==> src/rtl/pc_seq_pkg.sv <==
// Shared types and constants for the picoMIPS instruction sequencer.
package pc_seq_pkg;

  // Opcode field position for the default 20-bit instruction word
  localparam int OPC_MSB     = 19;
  localparam int OPC_LSB     = 16;
  localparam int OPC_W       = OPC_MSB - OPC_LSB + 1;
  localparam int STACK_DEPTH = 4;

  typedef enum logic [3:0] {
    OP_NOP  = 4'd0,
    OP_ALU  = 4'd1,
    OP_MUL  = 4'd2,
    OP_BRA  = 4'd3,
    OP_BEQ  = 4'd4,
    OP_BNE  = 4'd5,
    OP_BLT  = 4'd6,
    OP_HALT = 4'd7,
    OP_CALL = 4'd8,
    OP_RET  = 4'd9
  } opcode_e;

  typedef enum logic [2:0] {
    ST_IDLE  = 3'd0,
    ST_FETCH = 3'd1,
    ST_EXEC  = 3'd2,
    ST_WAIT  = 3'd3,
    ST_HALT  = 3'd4
  } state_e;

endpackage

==> src/rtl/ret_stack.sv <==
// Return-address stack for CALL/RET; a push when full overwrites the oldest entry,
// a pop when empty reads as zero and leaves the stack unchanged.
module ret_stack
  import pc_seq_pkg::*;
#(
  parameter int W     = 6,
  parameter int DEPTH = STACK_DEPTH
) (
  input  logic         clk,
  input  logic         reset,
  input  logic         push,
  input  logic         pop,
  input  logic [W-1:0] din,
  output logic [W-1:0] dout,
  output logic         full,
  output logic         empty
);

  localparam int PW = $clog2(DEPTH);

  logic [W-1:0] mem_q [DEPTH];
  logic [PW-1:0] wp_q;
  logic [PW:0]   cnt_q;

  assign full  = (cnt_q == (PW+1)'(DEPTH));
  assign empty = (cnt_q == '0);
  assign dout  = empty ? '0 : mem_q[wp_q - 1'b1];

  // Circular buffer: when full, wp_q already points at the oldest slot
  always_ff @(posedge clk or posedge reset) begin
    if (reset) begin
      wp_q  <= '0;
      cnt_q <= '0;
      for (int i = 0; i < DEPTH; i++) mem_q[i] <= '0;
    end else if (push) begin
      mem_q[wp_q] <= din;
      wp_q        <= wp_q + 1'b1;
      if (!full) cnt_q <= cnt_q + 1'b1;
    end else if (pop && !empty) begin
      wp_q  <= wp_q - 1'b1;
      cnt_q <= cnt_q - 1'b1;
    end
  end

endmodule

==> src/rtl/pc_sequencer.sv <==
// Instruction sequencer for picoMIPS: decodes IR and drives PC/regfile/multiplier controls.
// Optional return stack enabled by defining PC_CALLSTACK_EN.
//
// state | meaning
// IDLE  | waiting for start, all outputs low
// FETCH | latch instr into IR
// EXEC  | decode IR, issue one PC pulse (or start multiplier / halt)
// WAIT  | multiplier busy; exit cycle writes result and increments PC
// HALT  | stopped until reset
module pc_sequencer
  import pc_seq_pkg::*;
#(
  parameter int Psize = 6,
  parameter int Isize = 20
) (
  input  logic             clk,
  input  logic             reset,
  input  logic             start,
  input  logic [Isize-1:0] instr,
  input  logic [Psize-1:0] PCout,
  input  logic             Z,
  input  logic             N,
  input  logic             busy,
  output logic             PCincr,
  output logic             PCabsbranch,
  output logic             PCrelbranch,
  output logic [Psize-1:0] Branchaddr,
  output logic             reg_we,
  output logic             mul_start,
  output logic             halted,
  output logic             err
);

  state_e           state_q, state_d;
  logic [Isize-1:0] ir_q;
  logic             err_q;
  logic             err_set;
  logic [OPC_W-1:0] opc;
  logic [Psize-1:0] ir_addr;

  assign opc     = ir_q[Isize-1 -: OPC_W];
  assign ir_addr = ir_q[Psize-1:0];
  assign err     = err_q;

`ifdef PC_CALLSTACK_EN
  logic             stk_push, stk_pop, stk_full, stk_empty;
  logic [Psize-1:0] stk_dout;
  logic [Psize-1:0] ret_addr;

  assign ret_addr = PCout + 1'b1;

  ret_stack #(.W(Psize), .DEPTH(STACK_DEPTH)) u_ret_stack (
    .clk   (clk),
    .reset (reset),
    .push  (stk_push),
    .pop   (stk_pop),
    .din   (ret_addr),
    .dout  (stk_dout),
    .full  (stk_full),
    .empty (stk_empty)
  );

  logic unused_ir;
  assign unused_ir = ^ir_q[Isize-OPC_W-1:Psize];
`else
  // Without the stack the PC value is not needed
  logic unused_ir;
  assign unused_ir = ^{ir_q[Isize-OPC_W-1:Psize], PCout};
`endif

  always_comb begin
    state_d     = state_q;
    PCincr      = 1'b0;
    PCabsbranch = 1'b0;
    PCrelbranch = 1'b0;
    Branchaddr  = '0;
    reg_we      = 1'b0;
    mul_start   = 1'b0;
    halted      = 1'b0;
    err_set     = 1'b0;
`ifdef PC_CALLSTACK_EN
    stk_push    = 1'b0;
    stk_pop     = 1'b0;
`endif
    case (state_q)
      ST_IDLE:  if (start) state_d = ST_FETCH;
      ST_FETCH: state_d = ST_EXEC;
      ST_EXEC: begin
        state_d = ST_FETCH;
        case (opc)
          OP_NOP: PCincr = 1'b1;
          OP_ALU: begin
            reg_we = 1'b1;
            PCincr = 1'b1;
          end
          OP_MUL: begin
            mul_start = 1'b1;
            state_d   = ST_WAIT;
          end
          OP_BRA: begin
            PCabsbranch = 1'b1;
            Branchaddr  = ir_addr;
          end
          OP_BEQ: if (Z) begin
            PCrelbranch = 1'b1;
            Branchaddr  = ir_addr;
          end else PCincr = 1'b1;
          OP_BNE: if (!Z) begin
            PCrelbranch = 1'b1;
            Branchaddr  = ir_addr;
          end else PCincr = 1'b1;
          OP_BLT: if (N) begin
            PCrelbranch = 1'b1;
            Branchaddr  = ir_addr;
          end else PCincr = 1'b1;
          OP_HALT: state_d = ST_HALT;
`ifdef PC_CALLSTACK_EN
          OP_CALL: begin
            stk_push    = 1'b1;
            PCabsbranch = 1'b1;
            Branchaddr  = ir_addr;
            err_set     = stk_full;
          end
          OP_RET: begin
            stk_pop     = 1'b1;
            PCabsbranch = 1'b1;
            Branchaddr  = stk_dout;
            err_set     = stk_empty;
          end
`endif
          default: begin
            PCincr  = 1'b1;
            err_set = 1'b1;
          end
        endcase
      end
      ST_WAIT: if (!busy) begin
        reg_we  = 1'b1;
        PCincr  = 1'b1;
        state_d = ST_FETCH;
      end
      ST_HALT: halted = 1'b1;
      default: state_d = ST_IDLE;
    endcase
  end

  always_ff @(posedge clk or posedge reset) begin
    if (reset) begin
      state_q <= ST_IDLE;
      ir_q    <= '0;
      err_q   <= 1'b0;
    end else begin
      state_q <= state_d;
      if (state_q == ST_FETCH) ir_q <= instr;
      if (err_set) err_q <= 1'b1;
    end
  end

endmodule

==> config.mk <==
export PLATFORM = sky130hd
export DESIGN_NAME = pc_sequencer
export DESIGN_NICKNAME = d
export VERILOG_FILES = /design/src/rtl/pc_seq_pkg.sv /design/src/rtl/ret_stack.sv /design/src/rtl/pc_sequencer.sv
export SDC_FILE = /design/constraint.sdc
export NUM_CORES = 1
export LEC_CHECK = 0
export ABC_AREA = 1
export BUFFER_PORTS_ARGS = -buffer_cell sky130_fd_sc_hd__buf_2
export CORE_MARGIN = 2
export CORE_UTILIZATION = 40
export DETAILED_ROUTE_END_ITERATION = 8
export GPL_TIMING_DRIVEN = 1
export PLACE_DENSITY = 0.7
export SYNTH_ARGS = -nofsm -noshare
export SYNTH_HDL_FRONTEND = slang
export SYNTH_SLANG_ARGS = --single-unit
==> constraint.sdc <==
create_clock -name clk -period 3.3 [get_ports clk]
set_input_delay 0.33 -clock clk [delete_from_list [all_inputs] [get_ports clk]]
set_output_delay 0.33 -clock clk [all_outputs]
set_load 0.01 [all_outputs]
==> impl_results.md <==
* Synthesized area at 962 um2
* Drt drc at 0
* Post-route setup TNS at 0 ns
* ANT cells at 0
* Pins Over Slew Limit at 0
* Die Ht at 53.0 um
* Port Buffer Count at 28
* Hold Fails Final Rpt at 0
* Max VDD drop at 0.427 mV
* Crit-path max FO at 8
* Reg power frac at 37.3%
* Final Cycle Share at 62.5%
* Largest net degree at the start of global routing at 16
* Critical path's top delay family: simple AND/OR/NAND/NOR gates
* Wire per inst at 12.0 um
* # setup viols final at 0
* Cell Int Power at 0.486 mW
* Synth cell count leaders: 32 x nand2_1, 24 x nor2_1, 19 x nand3_1, 15 x inv_1, 14 x dfrtp_1
* Critical-path top delay cell: nor2_1
* Buf+Inv Stages, Crit Path at 1
* CTS Buf Count at 3
* Root Driver: clkbuf_4
* Post-synth cell types at 21
* Clock Latency Late Sink at 0.29 ns
* Max-Cap Viols at 0
* Clk_skew at 0.00237 ns
* Post-DRT Antenna Nets at 0
* Area post-placement at 0.00112 mm2
* Initial antenna violation count at 0
* CTS Buffer Depth at 2
* Vias in the first global route at 946
* Top post-synthesis cells by area: dfrtp_1 36%, nand2_1 12%, nand3_1 9.9%
* PnR worst setup slack at 1.24 ns
* Post-CTS Setup Repair Bufs at 0
* Slowest stage delay, CP at 0.48 ns
* Share of layout cells above drive strength 1 at 28.6%
* TritonCTS clock tree: done
* Status: finished, final reports clean
* Syn nets at 171
* CTS sink count at 14
* Syn avg cell area at 6.92 um2
* DIE AREA at 0.00281 mm2
* Yosys warns at 0
* Cell taking the most area after synthesis: dfrtp_1
* DRT Pass-1 Iters at 4
* Worst-path clk slew at 0.09 ns
* Via count at 993
* Core area at 0.00223 mm2
* # rows at 17
* HPWL after DPL at 1710 um
* Worst Path Required at 2.97 ns
* Most used cell along the critical path: nor2_1
* GRT Overall Usage at 19.3%
* Critical-path cell list: nor2_1 -> nand4_1 -> nand2_1 -> nor2_1 -> nor2_1 -> buf_2
* Design Area, Final at 0.00115 mm2
* Worst-margin pin slew at 0.580 ns
* Fmax at 485 MHz
* Total leakage power at 0.645 nW
* Crit start category: flop
* Tmin final at 2.06 ns
* Sw Pwr at 0.433 mW
* Die W at 53.0 um
* Gr ovfl total at 0
* Total wire length at 2360 um
* Logic pwr share at 48.5%
* Gpl congestion at 0.832
* Place WS at 1.62 ns
* Worst rel slew slack at 61.2%
* Clk pwr share at 14.2%
* Worst setup EP type: output pin
* Critical path startpoint: ir_q[16]
* Async SR Flop Fraction at 100%
* Most frequent cell after synthesis: nand2_1
* Power per cell area at 798 mW/mm2
* Cells after Synth at 139
* Nets at 201
* Yosys top cell area share at 36.4%
* First-pass GRT wire length at 4010 um
* Via-to-Cell Ratio at 5.07
* WS Path Type: reg -> out
* CTS Hold Bufs at 0
* # resized after CTS at 0
* P&R area growth vs syn at 19.8%
* Arr. time, crit path at 1.73 ns
* First DRT Iteration DRCs at 30
* R2R Path Start: state_q[2]
* H-tree depth at 1
* Initial Util at 43.1%
* I/O pin count at 45
* Ys flop type: dfrtp_1
* Synth Register Bits at 14
* Switching share of power at 47.1%
* Seq/Total Area, Yosys at 36.4%
* RSZ-0062 raised after global routing: false
* EDFF count, synth at 0
* Min-delay worst type: in -> async
-- state kept, by name, indices dropped and copies added (netlist names) --
register / cells
err: 1
state_q: 3
ir_q: 10
-- through the flow --
| step | util, % | total power, mW | hold WS [ns] | cells |
|---|---|---|---|---|
| floorplan | - | 0.683 | 0.219 | 139 |
| global placement | 50.0 | 0.765 | 0.389 | 192 |
| detailed placement | 50.0 | 0.790 | 0.417 | 192 |
| CTS | 51.6 | 0.920 | 0.103 | 196 |
| global route | 51.6 | 1.00 | 0.124 | 196 |
| finish | 51.6 | 0.919 | 0.0724 | 196 |
-- routing by layer --
layer  part of all wire [%]  wire length, um  track usage (%)
met2                     48             1140             34.4
met3                    6.2              146             1.98
met1                     45             1050             24.1
met5                      0                0                0
met4                   0.85               20             6.41
-- power by group through the flow --
| stage | sequential, mW | combinational (mW) | clock, mW |
|---|---|---|---|
| 6_report | 0.343 | 0.446 | 0.130 |
| 5_1_grt | 0.353 | 0.509 | 0.138 |
| 4_1_cts | 0.338 | 0.450 | 0.132 |
| 3_5_place_dp | 0.342 | 0.448 | 0 |
| 3_3_place_gp | 0.336 | 0.429 | 0 |
| 2_1_floorplan | 0.322 | 0.361 | 0 |
-- cell usage in the layout, fill, tap and decap left out --
cell type  Yosys  final
a21oi_1        5      5
a31o_2         1      1
a31oi_1        1      1
buf_2          2     28
clkbuf_4       0      3
clkbuf_8       0      1
dfrtp_1       14     14
inv_1         15     15
inv_2          1      1
mux2_2         5      5
mux2_4         1      1
nand2_1       32     32
nand2_2        1      1
nand3_1       19     19
nand3_2        1      1
nand4_1        7      7
nor2_1        24     24
nor2_2         5      5
nor3_1         1      1
o21ai_0        1      1
o22ai_1        1      1
or2_2          1      1
-- logic make-up (layout without fill, tap and decap cells) --
family / after synthesis / count (layout) / synth area share, %
AO/OA/AOI/OAI: 9 / 9 / 5.33
buffers and inverters: 19 / 48 / 8.45
flip-flops: 14 / 14 / 36.4
multiplexers: 6 / 6 / 7.41
AND/OR/NAND/NOR: 91 / 91 / 42.4
-- final timing paths --
kind                            slack (ns)             to  depth (start not counted)
worst max register to register        2.02     state_q[0]                          5
worst max-delay path                  1.24  Branchaddr[4]                          6
max in group asynchronous             2.86        ir_q[0]                          2
min in group clk                      0.27        ir_q[2]                          2
worst min-delay path                  0.07       ir_q[18]                          2
worst min register to register        0.47            err                          1
-- final cells by class --
cell class              instances  area, um2
fillers                       232       1080
multi-input cells             106        531
flip-flops and latches         14        350
repair buffers                 28        140
inverters                      16       60.1
clock buffers                   4       36.3
well taps                      28       35.0
(Power assumes the default switching activity.)
